--- config.mk ---
export PLATFORM = sky130hd
export DESIGN_NAME = seg7_scan_driver
export DESIGN_NICKNAME = d
export VERILOG_FILES = /design/src/rtl/seg7_scan_driver.sv
export SDC_FILE = /design/constraint.sdc
export NUM_CORES = 1
export LEC_CHECK = 0
export CAP_MARGIN = 20
export CORE_UTILIZATION = 25
export DETAILED_ROUTE_END_ITERATION = 6
export PLACE_DENSITY = 0.4
export SYNTH_ARGS = -nofsm -noshare
export SYNTH_HDL_FRONTEND = slang
export SYNTH_SLANG_ARGS = --single-unit
--- constraint.sdc ---
create_clock -name clk -period 4.2 [get_ports clk]
set_input_delay 1.26 -clock clk [delete_from_list [all_inputs] [get_ports clk]]
set_output_delay 1.26 -clock clk [all_outputs]
set_load 0.03 [all_outputs]
--- src/rtl/seg7_scan_driver.sv ---
// Time-multiplexed driver for common-anode 7-segment digits with double-buffered
// display data, leading-zero suppression and per-digit blank/decimal-point masks.
module seg7_scan_driver #(
    parameter int unsigned DIGITS         = 4,
    parameter int unsigned CLK_DIV        = 50000,
    parameter bit          SEG_ACTIVE_LOW = 1'b1,
    parameter bit          AN_ACTIVE_LOW  = 1'b1,
    localparam int unsigned IDX_W         = (DIGITS > 1) ? $clog2(DIGITS) : 1
) (
    input  logic                  clk,
    input  logic                  rst,
    input  logic                  en,
    input  logic                  load,
    input  logic [4*DIGITS-1:0]   value,
    input  logic [DIGITS-1:0]     dp,
    input  logic [DIGITS-1:0]     blank,
    input  logic                  lz_suppress,
    output logic [6:0]            seg,
    output logic                  dp_out,
    output logic [DIGITS-1:0]     an,
    output logic [IDX_W-1:0]      digit_idx,
    output logic                  frame_done
);

    localparam int unsigned PRE_W = $clog2(CLK_DIV);

    logic [PRE_W-1:0]    presc_q;
    logic [IDX_W-1:0]    idx_q;
    logic [4*DIGITS-1:0] pend_value_q, act_value_q;
    logic [DIGITS-1:0]   pend_dp_q, act_dp_q;
    logic [DIGITS-1:0]   pend_blank_q, act_blank_q;
    logic                pend_valid_q;
    logic                frame_done_q;
    logic [6:0]          seg_q;
    logic                dp_q;
    logic [DIGITS-1:0]   an_q;

    logic                tc;
    logic                wrap;
    logic [3:0]          nib;
    logic                cur_dp;
    logic                cur_blank;
    logic                cur_lz;
    logic                zero_run;
    logic [DIGITS-1:0]   an_lit;
    logic [6:0]          seg_lit;
    logic                dp_lit;

    // Returns the active-low segment pattern {g,f,e,d,c,b,a}.
    function automatic logic [6:0] decode(input logic [3:0] n);
        case (n)
            4'h0:    decode = 7'b1000000;
            4'h1:    decode = 7'b1111001;
            4'h2:    decode = 7'b0100100;
            4'h3:    decode = 7'b0110000;
            4'h4:    decode = 7'b0011001;
            4'h5:    decode = 7'b0010010;
            4'h6:    decode = 7'b0000010;
            4'h7:    decode = 7'b1111000;
            4'h8:    decode = 7'b0000000;
            4'h9:    decode = 7'b0010000;
            4'hA:    decode = 7'b0001000;
            4'hB:    decode = 7'b0000011;
            4'hC:    decode = 7'b0100111;
            4'hD:    decode = 7'b0100001;
            4'hE:    decode = 7'b0000110;
            default: decode = 7'b0001110;
        endcase
    endfunction

    assign tc   = en && (presc_q == PRE_W'(CLK_DIV - 1));
    assign wrap = tc && (idx_q == IDX_W'(DIGITS - 1));

    // Walk from the most significant digit down so zero_run tells whether
    // every nibble from digit i upward is zero.
    always_comb begin
        nib       = 4'h0;
        cur_dp    = 1'b0;
        cur_blank = 1'b0;
        cur_lz    = 1'b0;
        zero_run  = 1'b1;
        an_lit    = '0;
        for (int i = int'(DIGITS) - 1; i >= 0; i--) begin
            zero_run  = zero_run && (act_value_q[4*i +: 4] == 4'h0);
            an_lit[i] = (idx_q == IDX_W'(i));
            if (idx_q == IDX_W'(i)) begin
                nib       = act_value_q[4*i +: 4];
                cur_dp    = act_dp_q[i];
                cur_blank = act_blank_q[i];
                cur_lz    = lz_suppress && zero_run && (i != 0);
            end
        end
        seg_lit = (cur_blank || cur_lz) ? 7'b0000000 : ~decode(nib);
        dp_lit  = cur_dp && !cur_blank;
    end

    always_ff @(posedge clk or posedge rst) begin
        if (rst) begin
            presc_q      <= '0;
            idx_q        <= '0;
            pend_value_q <= '0;
            pend_dp_q    <= '0;
            pend_blank_q <= '0;
            pend_valid_q <= 1'b0;
            act_value_q  <= '0;
            act_dp_q     <= '0;
            act_blank_q  <= '0;
            frame_done_q <= 1'b0;
            seg_q        <= {7{SEG_ACTIVE_LOW}};
            dp_q         <= SEG_ACTIVE_LOW;
            an_q         <= {DIGITS{AN_ACTIVE_LOW}};
        end else begin
            if (en) begin
                if (tc) begin
                    presc_q <= '0;
                    idx_q   <= (idx_q == IDX_W'(DIGITS - 1)) ? '0 : idx_q + 1'b1;
                end else begin
                    presc_q <= presc_q + 1'b1;
                end
            end
            frame_done_q <= wrap;

            // A load coinciding with the wrap bypasses the pending buffer.
            if (load && wrap) begin
                act_value_q  <= value;
                act_dp_q     <= dp;
                act_blank_q  <= blank;
                pend_valid_q <= 1'b0;
            end else begin
                if (load) begin
                    pend_value_q <= value;
                    pend_dp_q    <= dp;
                    pend_blank_q <= blank;
                    pend_valid_q <= 1'b1;
                end
                if (wrap && pend_valid_q) begin
                    act_value_q  <= pend_value_q;
                    act_dp_q     <= pend_dp_q;
                    act_blank_q  <= pend_blank_q;
                    pend_valid_q <= 1'b0;
                end
            end

            seg_q <= (en ? seg_lit : 7'b0000000) ^ {7{SEG_ACTIVE_LOW}};
            dp_q  <= (en && dp_lit) ^ SEG_ACTIVE_LOW;
            an_q  <= (en ? an_lit : {DIGITS{1'b0}}) ^ {DIGITS{AN_ACTIVE_LOW}};
        end
    end

    assign seg        = seg_q;
    assign dp_out     = dp_q;
    assign an         = an_q;
    assign digit_idx  = idx_q;
    assign frame_done = frame_done_q;

endmodule

=== After elaboration in Yosys (flattened, before gate mapping) ===
Memories as Yosys holds them, arrays and structs flattened.
Cells that the tools add are included.
Widths: inputs -> output; s select.

* Register bits after elaboration: 80
* Bits in read-only memories: 112
* Input bits: 29
* Output and inout port bits: 15
* Logic and storage cells: 76
* Memories: 1

* Add/sub/neg operators: 2
* Equality and inequality tests: 4
* Mux-type cells: 30
* Bitwise logic cells: 5
* Reductions and logical operators: 21

{| class="wikitable"
|+ Memory list
! memory !! words !! width !! read ports !! clocked after memory_dff !! write ports !! line !! RTL
|-
| (no name shown) || 16 || 7 || 1 || 0 || 0 || 51 || <nowiki>case (n)</nowiki>
|}

{| class="wikitable"
|+ Operator list
! kind !! number
|-
| $mux 16 || 3
|-
| $mux 4 || 9
|-
| $add 16x1->16 const B || 1
|-
| $eq 16x16->1 const B || 1
|-
| $mux 1 || 15
|-
| $mux 7 || 2
|-
| $not 7->7 || 2
|-
| $logic_not 4->1 || 3
|-
| $logic_and 1x1->1 || 11
|-
| $eq 2x2->1 const B || 2
|-
| $not 4->4 || 1
|-
| $reduce_and 2->1 || 2
|-
| $reduce_bool 3->1 || 1
|-
| $add 2x1->2 const B || 1
|-
| $eq 2x1->1 const B || 1
|-
| $logic_not 2->1 || 1
|-
| $mux 2 || 1
|-
| $not 1->1 || 2
|-
| $reduce_bool 2->1 || 1
|-
| $logic_not 1->1 || 1
|-
| $logic_or 1x1->1 || 1
|}

=== Depth between registers and ports, before layout ===
Gate-level depths: netlist of run 1.

* Depth in word-level cells: 10
* Gate-level depth with buffers: 11

=== Least setup slack after synthesis of run 1 ===
OpenSTA, ideal clock, no wires.

* Path type: in2reg
* Start point: input en
* End point: register pend_value_q[0]
* Setup time: 125 ps
* Data arrival time: 2693 ps
* Data required time: 4075 ps
* Slack: 1382 ps
* Cell stages on the path: 6
* Buffers on the path: 1
* Cell sequence: nand4_1 -> nor4_4 -> nand2_1 -> nand2_1 -> buf_4 -> mux2_2

* Cells in the longest elaborated chain, start to end: 5

{| class="wikitable"
|+ RTL lines
! item !! line !! RTL
|-
| start: declaration || 12 || <nowiki>input logic en,</nowiki>
|-
| $logic_and 1x1->1 || 71 || <nowiki>assign tc = en && (presc_q == PRE_W'(CLK_DIV - 1));</nowiki>
|-
| $logic_and 1x1->1 || 72 || <nowiki>assign wrap = tc && (idx_q == IDX_W'(DIGITS - 1));</nowiki>
|-
| $logic_and 1x1->1 || 124 || <nowiki>if (load && wrap) begin</nowiki>
|-
| $not 1->1 (no source line) || - ||
|-
| $reduce_and 2->1 (no source line) || - ||
|-
| end signal: assignment || 131 || <nowiki>pend_value_q <= value;</nowiki>
|-
| end: declaration || 29 || <nowiki>logic [4*DIGITS-1:0] pend_value_q, act_value_q;</nowiki>
|}

No other way between the ends.
A chain may end at the register's enable or synchronous reset.

=== Final worst setup path of run 1 ===
* Start point: register idx_q[0], in the netlist digit_idx[0]
* End point: register seg_q[1], in the netlist seg[1]

* Cells in the longest elaborated chain, start to end: 10
* Elaborated cells between the ends (all ways): 22
* Those cells by class: eq/ne (3); mux (14); bitwise (2); reduce/logical (2); memory (1)

{| class="wikitable"
|+ RTL lines
! item !! line !! RTL
|-
| start: declaration || 28 || <nowiki>logic [IDX_W-1:0] idx_q;</nowiki>
|-
| start signal: assignment || 116 || <nowiki>idx_q <= (idx_q == IDX_W'(DIGITS - 1)) ? '0 : idx_q + 1'b1;</nowiki>
|-
| $eq 2x2->1 || 86 || <nowiki>if (idx_q == IDX_W'(i)) begin</nowiki>
|-
| $mux 4 (4 in a row) || 86 ||
|-
| $mem_v2 16x7 || - ||
|-
| $not 7->7 || 93 || <nowiki>seg_lit = (cur_blank || cur_lz) ? 7'b0000000 : ~decode(nib);</nowiki>
|-
| $mux 7 (*) || 93 ||
|-
| $mux 7 (*) || 144 || <nowiki>seg_q <= (en ? seg_lit : 7'b0000000) ^ {7{SEG_ACTIVE_LOW}};</nowiki>
|-
| $not 7->7 (no source line) (*) || - ||
|-
| end signal: assignment || 109 || <nowiki>seg_q <= {7{SEG_ACTIVE_LOW}};</nowiki>
|-
| end signal: assignment || 144 ||
|-
| end: declaration || 34 || <nowiki>logic [6:0] seg_q;</nowiki>
|}

Mark *: on every way between the ends. The rest lies on a longest branch, timed or not.

==> results of run 1 <==
worst min-delay path by stage:
stage                                  from  slack [ps]                            to
4_1_cts             presc_q[13]$_DFFE_PP0P_         490       presc_q[13]$_DFFE_PP0P_
6_report       pend_value_q[12]$_DFFE_PP0P_         490  pend_value_q[12]$_DFFE_PP0P_
3_3_place_gp   pend_value_q[12]$_DFFE_PP0P_         480  pend_value_q[12]$_DFFE_PP0P_
5_1_grt        pend_value_q[12]$_DFFE_PP0P_         500  pend_value_q[12]$_DFFE_PP0P_
2_1_floorplan       presc_q[13]$_DFFE_PP0P_         450       presc_q[13]$_DFFE_PP0P_
3_5_place_dp        presc_q[13]$_DFFE_PP0P_         480       presc_q[13]$_DFFE_PP0P_
layout make-up:
type	count	area share, %
sequential	80	42.8
clock buffer	12	5.44
clock inverter	3	0.371
inverter	10	0.822
multi-input combinational	232	35.0
tap	184	4.88
timing repair buffer	51	10.7
power by group through the flow:
stage	Combinational, W	Clock [W]	Sequential (W)
3_5_place_dp	0.000186	0	0.000896
5_1_grt	0.000205	0.000794	0.000892
3_3_place_gp	0.000183	0	0.000897
6_report	0.000182	0.000735	0.000883
4_1_cts	0.000187	0.000760	0.000883
2_1_floorplan	0.000114	0	0.000891
stage by stage:
step	power, W	hold slack (ps)	setup slack [ps]	util [%]
after floorplan	0.00101	451	908	-
after global placement	0.00108	476	758	30.3
after detailed placement	0.00108	482	749	30.3
after CTS	0.00183	493	1090	32.2
after global routing	0.00189	500	924	32.2
final	0.00180	489	1090	32.2
placed cells by master (no fill, tap or decap), types with 3 or more instances in the layout:
master and instances:
a21oi_1 23, a22oi_1 8, and3_1 3, buf_4 7, clkbuf_16 9, clkdlybuf4s50_1 43
clkinv_2 3, dfrtp_1 68, dfstp_2 12, ha_1 11, inv_1 7, mux2_1 13
mux2_2 13, mux2i_1 3, nand2_1 21, nand2b_1 5, nand3_1 7, nand4_1 5
nor2_1 17, nor2b_1 5, o211ai_1 3, o21ai_0 5, o22ai_1 37, o2bb2ai_1 7
or3_1 3, xnor2_1 8, xor2_1 5
kinds of logic (layout without fill, tap and decap cells):
family / Yosys count / count (layout)
compound gates: 98 / 98
xor+xnor: 13 / 13
fa+ha+maj: 11 / 11
buf+inv: 28 / 76
flops: 80 / 80
mux: 29 / 29
simple gates: 81 / 81
state kept, by name (all words and copies together), names as in the netlist:
signal,flops
act_blank_q,4
act_dp_q,4
act_value_q,16
an,4
digit_idx,2
dp_out,1
frame_done,1
pend_blank_q,4
pend_dp_q,4
pend_valid_q,1
pend_value_q,16
presc_q,16
seg,7
metal layers:
layer	vias to the layer above	share of wire [%]	track usage, %	routed length (um)
met2	42	46	21.2	4340
met3	11	3.7	4.02	347
met1	1406	48	17.0	4540
met5	-	0	0	0
met4	0	1.5	4.52	136
li1	1356	-	-	-
critical path, stage by stage, from the launching register on:
cell and delay [ps]:
dfrtp_1 440, inv_1 100, ha_1 360, nor2b_1 450, a22oi_1 150, a21oi_1 520, inv_1 210, ha_1 340
mux2_2 260, o211ai_1 180
==> metrics.yaml, run 1 <==
run_status:
  outcome: "completed"
die:
  rows: 44
  io_pins: 44
  fp.dieW_um: 125
  start_util_pct: 25.9
  coreArea_um2: 14600
  dieArea_um2: 15700
  die_y_um: 125
clock_network:
  clock_latency_ps: 350
  cts_setup_buffers: 0
  root_buffer: "clkbuf_16"
  cts_tree: "done"
  cts.path.max_buffers: 2
  htree_levels: 3
  cts_made_buffers: 9
  clock_sinks: 80
  clkSlewWorstSetupHoldPaths_ps: 60
  cts_resized: 0
  cts_hold_buf: 0
yosys:
  synth_area_per_cell_um2: 11.1
  synthFlopType: "dfrtp_1"
  synth_edf_count: 0
  synthSimpleGateAreaFrac_pct: 11.5
  synthTopCellsByArea: "dfrtp_1, dfstp_2, o22ai_1, mux2_1, mux2_2"
  synth_cell_types: 53
  synth_nets: 380
  yosys.area.top_type: "dfrtp_1"
  async_flop_share_pct: 100
  synthTopCellsByCount: "dfrtp_1, o22ai_1, a21oi_1"
  synth_top_family_by_area: "compound AO/OA/AOI/OAI gates"
  synth_top_area_share_pct: 44.9
  synth-xor-area-share_pct: 3.01
  yosysWarnings: 0
  postSynthCellCount: 340
  synth-compound-area-share_pct: 16.9
  synth_mux_area_share_pct: 8.52
  ys_ff_latch: 80
  syn_area_um2: 3790
  synth.most_common_cell: "dfrtp_1"
  synth_fa_ha_area_share_pct: 3.63
  yosysSeqAreaShare_pct: 53.2
final_layout:
  stdcell_count: 572
  diodes: 0
  drive_above_1_share_pct: 13.7
  multi_input_area_um2: 1650
  syn2layout_area_growth_pct: 24.5
  nNetsFinal: 424
  fill_cells: 1516
  seqCellArea_um2: 2020
  stdcell_area_um2: 4720
drt:
  viasPerCell: 4.92
  ant_nets: 0
  drc: 0
  wl_per_cell_um: 16.4
  dr.pass1.iters: 6
  routed_wl_um: 9360
  via_count: 2815
  drtIter0Drc: 170
min_path:
  hp-class: "flop to flop"
  hold_depth: 1
timing:
  period_share_pct: 74.1
  period_needed_ps: 3110
  tns_ps: 0
  tightest_slew_ps: 924
  rsz0062_at_grt: "no"
  skew_ps: 7.07
  slew_violations: 0
  setup_viol: 0
  fmaxAchievable_ghz: 0.321
  hold_violations: 0
  maxSlewHeadroom_pct: 38.4
power_and_ir_drop:
  p_int_w: 0.00136
  swShare_pct: 24.6
  leakage_nw: 1.98
  powerDensity_nw_per_um2: 382
  seqPwrFrac_pct: 49.1
  irDropWorstVdd_mv: 0.185
  pwr-share-clk_pct: 40.8
  p_switching_w: 0.000443
  p_comb_share_pct: 10.1
placement:
  dp_cells: 557
  dpl.hpwl_um: 6280
  port_buffers: 43
  placed_cell_area_um2: 4440
  gp_congestion: 0.724
critical_path:
  path_class: "flop to flop"
  start_kind: "flop"
  startpoint: "digit_idx[0]$_DFFE_PP0P_"
  timing.rr.end: "seg[1]$_DFF_PP1_"
  cp_data_required_time_ps: 4460
  r2r-start: "digit_idx[0]$_DFFE_PP0P_"
  arrival_ps: 3370
  rrSetupSlack_ps: 1090
  worst_r2r_path_depth: 9
  worstSetupEndpoint: "seg[1]$_DFF_PP1_"
  crit_path_end_kind: "flop"
  critPathMaxFanout: 11
global_routing:
  grt_max_degree: 45
  track_usage_pct: 13.2
  grt_overflow_total: 0
  grt_pass1_vias: 2934
  grt_pass1_wl_um: 16000
  grt_antenna_before_repair: 0
run:
  cap_viol_max_count: 0
(Power assumes the default switching activity.)
==> inputs of run 2 (changes only) <==
--- a/config.mk
+++ b/config.mk
@@ -8,7 +8,7 @@
 export CAP_MARGIN = 20
 export CORE_UTILIZATION = 25
 export DETAILED_ROUTE_END_ITERATION = 6
-export PLACE_DENSITY = 0.4
+export PLACE_DENSITY = 0.41
 export SYNTH_ARGS = -nofsm -noshare
 export SYNTH_HDL_FRONTEND = slang
 export SYNTH_SLANG_ARGS = --single-unit
==> constraint.sdc (replaced) <==
create_clock -name clk -period 2.69 [get_ports clk]
set_input_delay 0.807 -clock clk [delete_from_list [all_inputs] [get_ports clk]]
set_output_delay 0.807 -clock clk [all_outputs]
set_load 0.03 [all_outputs]
==> run 2 against run 1 <==
The flow now finishes with violations (design-rule violations). Combinational power is 60% higher. Utilization is 1.6 points higher. Power up 74%. Non-clock buffer count is 14 higher. Die area stayed put. Global-route usage fell by 0.30 points. Critical path depth is the same. Wire length rose by 0.26%. Hold slack lost 8.9 ps. Cell count up 2.6%. Critical path type unchanged. Critical endpoint unchanged. Largest power group is now the clock network.
==> metrics.yaml, run 2 (synthesis gave the netlist of run 1 again) <==
drt:
  dr.pass1.iters: 7  # +1
  drtIter0Drc: 177  # +4.1%
  viasPerCell: 4.88  # -0.89%
  wl_met2_um: 4250  # -2.1%
  wl_per_cell_um: 16.0  # -2.3%
  dr.max_layer_used: "met4"
  drt-met1-wl_um: 4700  # +3.5%
  ant_nets: 0  # unchanged
  drc: 4  # +4
  met3WireLength_um: 333  # -4.0%
  routed_wl_um: 9390  # +0.26%
  via_count: 2863  # +1.7%
clock_network:
  clock_latency_ps: 330  # -20 ps
  cts_tree: "done"
  cts_setup_buffers: 0  # unchanged
  cts_made_buffers: 9  # unchanged
  clock_sinks: 80  # unchanged
  htree_levels: 3  # unchanged
  root_buffer: "clkbuf_16"
  cts.path.max_buffers: 2  # unchanged
  cts_hold_buf: 0  # unchanged
  clkSlewWorstSetupHoldPaths_ps: 60  # about the same
critical_path:
  crit_path_end_kind: "flop"
  critPathMaxFanout: 7  # -4
  worstSetupEndpoint: "seg[1]$_DFF_PP1_"
  rrSetupSlack_ps: 210  # -880 ps
  worst_r2r_path_depth: 9  # unchanged
  arrival_ps: 2740  # -630 ps
  path_cells: "inv_1 > ha_1 > nor2b_1 > a22oi_1 > a21oi_1 > inv_1 > ha_1 > mux2_2 > o211ai_1"
  cp_data_required_time_ps: 2940  # -1520 ps
  worst-path-buf-inv: 2  # unchanged
  slowest_delay_ps: 430  # -90 ps
  crit_cells: 9  # unchanged
  crit_slowest_cell: "dfrtp_1"
  timing.rr.end: "seg[1]$_DFF_PP1_"
  path_class: "flop to flop"
  path_delay_family: "adder cells"
  r2r-start: "digit_idx[0]$_DFFE_PP0P_"
  start_kind: "flop"
  startpoint: "digit_idx[0]$_DFFE_PP0P_"
global_routing:
  grt_max_degree: 81  # +80%
  track_usage_pct: 12.9  # -0.30 points
  grt_pass1_vias: 3035  # +3.4%
  grt_antenna_before_repair: 0  # unchanged
  grt_overflow_total: 0  # unchanged
  grt_pass1_wl_um: 16000  # about the same
timing:
  rsz0062_at_grt: "no"
  fmaxAchievable_ghz: 0.402  # +25%
  period_needed_ps: 2480  # -626 ps
  setup_viol: 0  # unchanged
  hold_violations: 0  # unchanged
  maxSlewHeadroom_pct: 56.3  # +18 points
  tightest_slew_ps: 647  # -278 ps
  period_share_pct: 92.4  # +18 points
  slew_violations: 0  # unchanged
  fin_ws_ps: 205  # -884 ps
  skew_ps: 5.78  # -1.29 ps
die:
  dieArea_um2: 15700  # unchanged
  fp.dieW_um: 125  # unchanged
  coreArea_um2: 14600  # unchanged
  start_util_pct: 25.9  # unchanged
  rows: 44  # unchanged
  die_y_um: 125  # unchanged
  io_pins: 44  # unchanged
min_path:
  hold_depth: 1  # unchanged
  hp-class: "flop to flop"
final_layout:
  nNetsFinal: 438  # +3.3%
  syn2layout_area_growth_pct: 30.6
  layout_common_cells: "dfrtp_1, clkdlybuf4s50_1, o22ai_1"
  reg_top3: "act_value_q x16, pend_value_q x16, presc_q x16"
  stdcell_count: 587  # +2.6%
  drive_above_1_share_pct: 17.1  # +3.5 points
  diodes: 0  # unchanged
  layout_commonest_cell: "dfrtp_1"
power_and_ir_drop:
  powerDensity_nw_per_um2: 632  # +66%
  leakage_nw: 2.10  # +5.9%
  p_comb_share_pct: 9.3  # -0.8 points
  irDropWorstVdd_mv: 0.322  # +74%
  pwr-share-clk_pct: 46.5  # +5.7 points
  swShare_pct: 22.6  # -2.0 points
  seqPwrFrac_pct: 44.2  # -4.9 points
  p_int_w: 0.00242  # +78%
  p_switching_w: 0.000707  # +60%
placement:
  pre_cts_ws_ps: -50.9  # -800 ps
  port_buffers: 43  # unchanged
  gp_congestion: 0.754  # +4.2%
  dp_cells: 571  # +2.5%
  dpl.hpwl_um: 6340  # +1.0%
run_status:
  violations: "design-rule violations"
  outcome: "finished, violations left"
run:
  cap_viol_max_count: 0  # unchanged
==> run 2: worst min-delay path by stage <==
stage | startpoint | to | slack (ps)
floorplan | presc_q[13]$_DFFE_PP0P_ | presc_q[13]$_DFFE_PP0P_ | 450
global placement | pend_value_q[14]$_DFFE_PP0P_ | pend_value_q[14]$_DFFE_PP0P_ | 480
detailed placement | presc_q[13]$_DFFE_PP0P_ | presc_q[13]$_DFFE_PP0P_ | 480
CTS | presc_q[13]$_DFFE_PP0P_ | presc_q[13]$_DFFE_PP0P_ | 490
global route | pend_dp_q[1]$_DFFE_PP0P_ | pend_dp_q[1]$_DFFE_PP0P_ | 510
finish | presc_q[13]$_DFFE_PP0P_ | presc_q[13]$_DFFE_PP0P_ | 480
==> run 2: timing repair <==
action                     in CTS  in global routing
gates resized for setup         0                  1
setup endpoints to repair       0                  2
hold endpoints to repair        0                  0
==> run 2: worst reg2reg max path: cells and delay by family (launching register included) <==
kind                       cells  cell delay [ps]
AOI/OAI and AO/OA              3              560
adders and majority gates      2              610
DFF                            1              430
buffers and inverters          2              250
muxes                          1              260
and+or+nand+nor                1              300
==> run 2: metal layers <==
layer  GRT usage, %  vias up
met4           4.30        0
met3           3.29        8
met5              0        -
met2           19.8       50
met1           17.7     1416
li1               -     1389
==> run 2: layout make-up <==
class,count,area [um2]
inverters,10,41.3
well taps,184,230
clock inverters,4,98.8
clock buffers,12,256
repair buffers,65,646
fillers,1482,9700
multi-input cells,232,1660
flip-flops and latches,80,2020
==> run 2: metrics by stage <==
step	utilization [%]	hold WS [ps]	power [W]	setup TNS [ps]	cell area, um2
after floorplan	-	451	0.00157	0	3790
after global placement	31.3	475	0.00169	-1430	4590
after detailed placement	31.3	476	0.00170	-919	4590
after CTS	33.7	489	0.00317	0	4940
after global routing	33.8	512	0.00327	0	4950
final	33.8	480	0.00313	0	4950
==> run 2: power by group through the flow <==
stage          combinational (W)  sequential (W)  clock, W
3_5_place_dp            0.000297         0.00140         0
5_1_grt                 0.000326         0.00140   0.00155
6_report                0.000292         0.00138   0.00145
4_1_cts                 0.000299         0.00138   0.00149
3_3_place_gp            0.000291         0.00140         0
2_1_floorplan           0.000178         0.00139         0
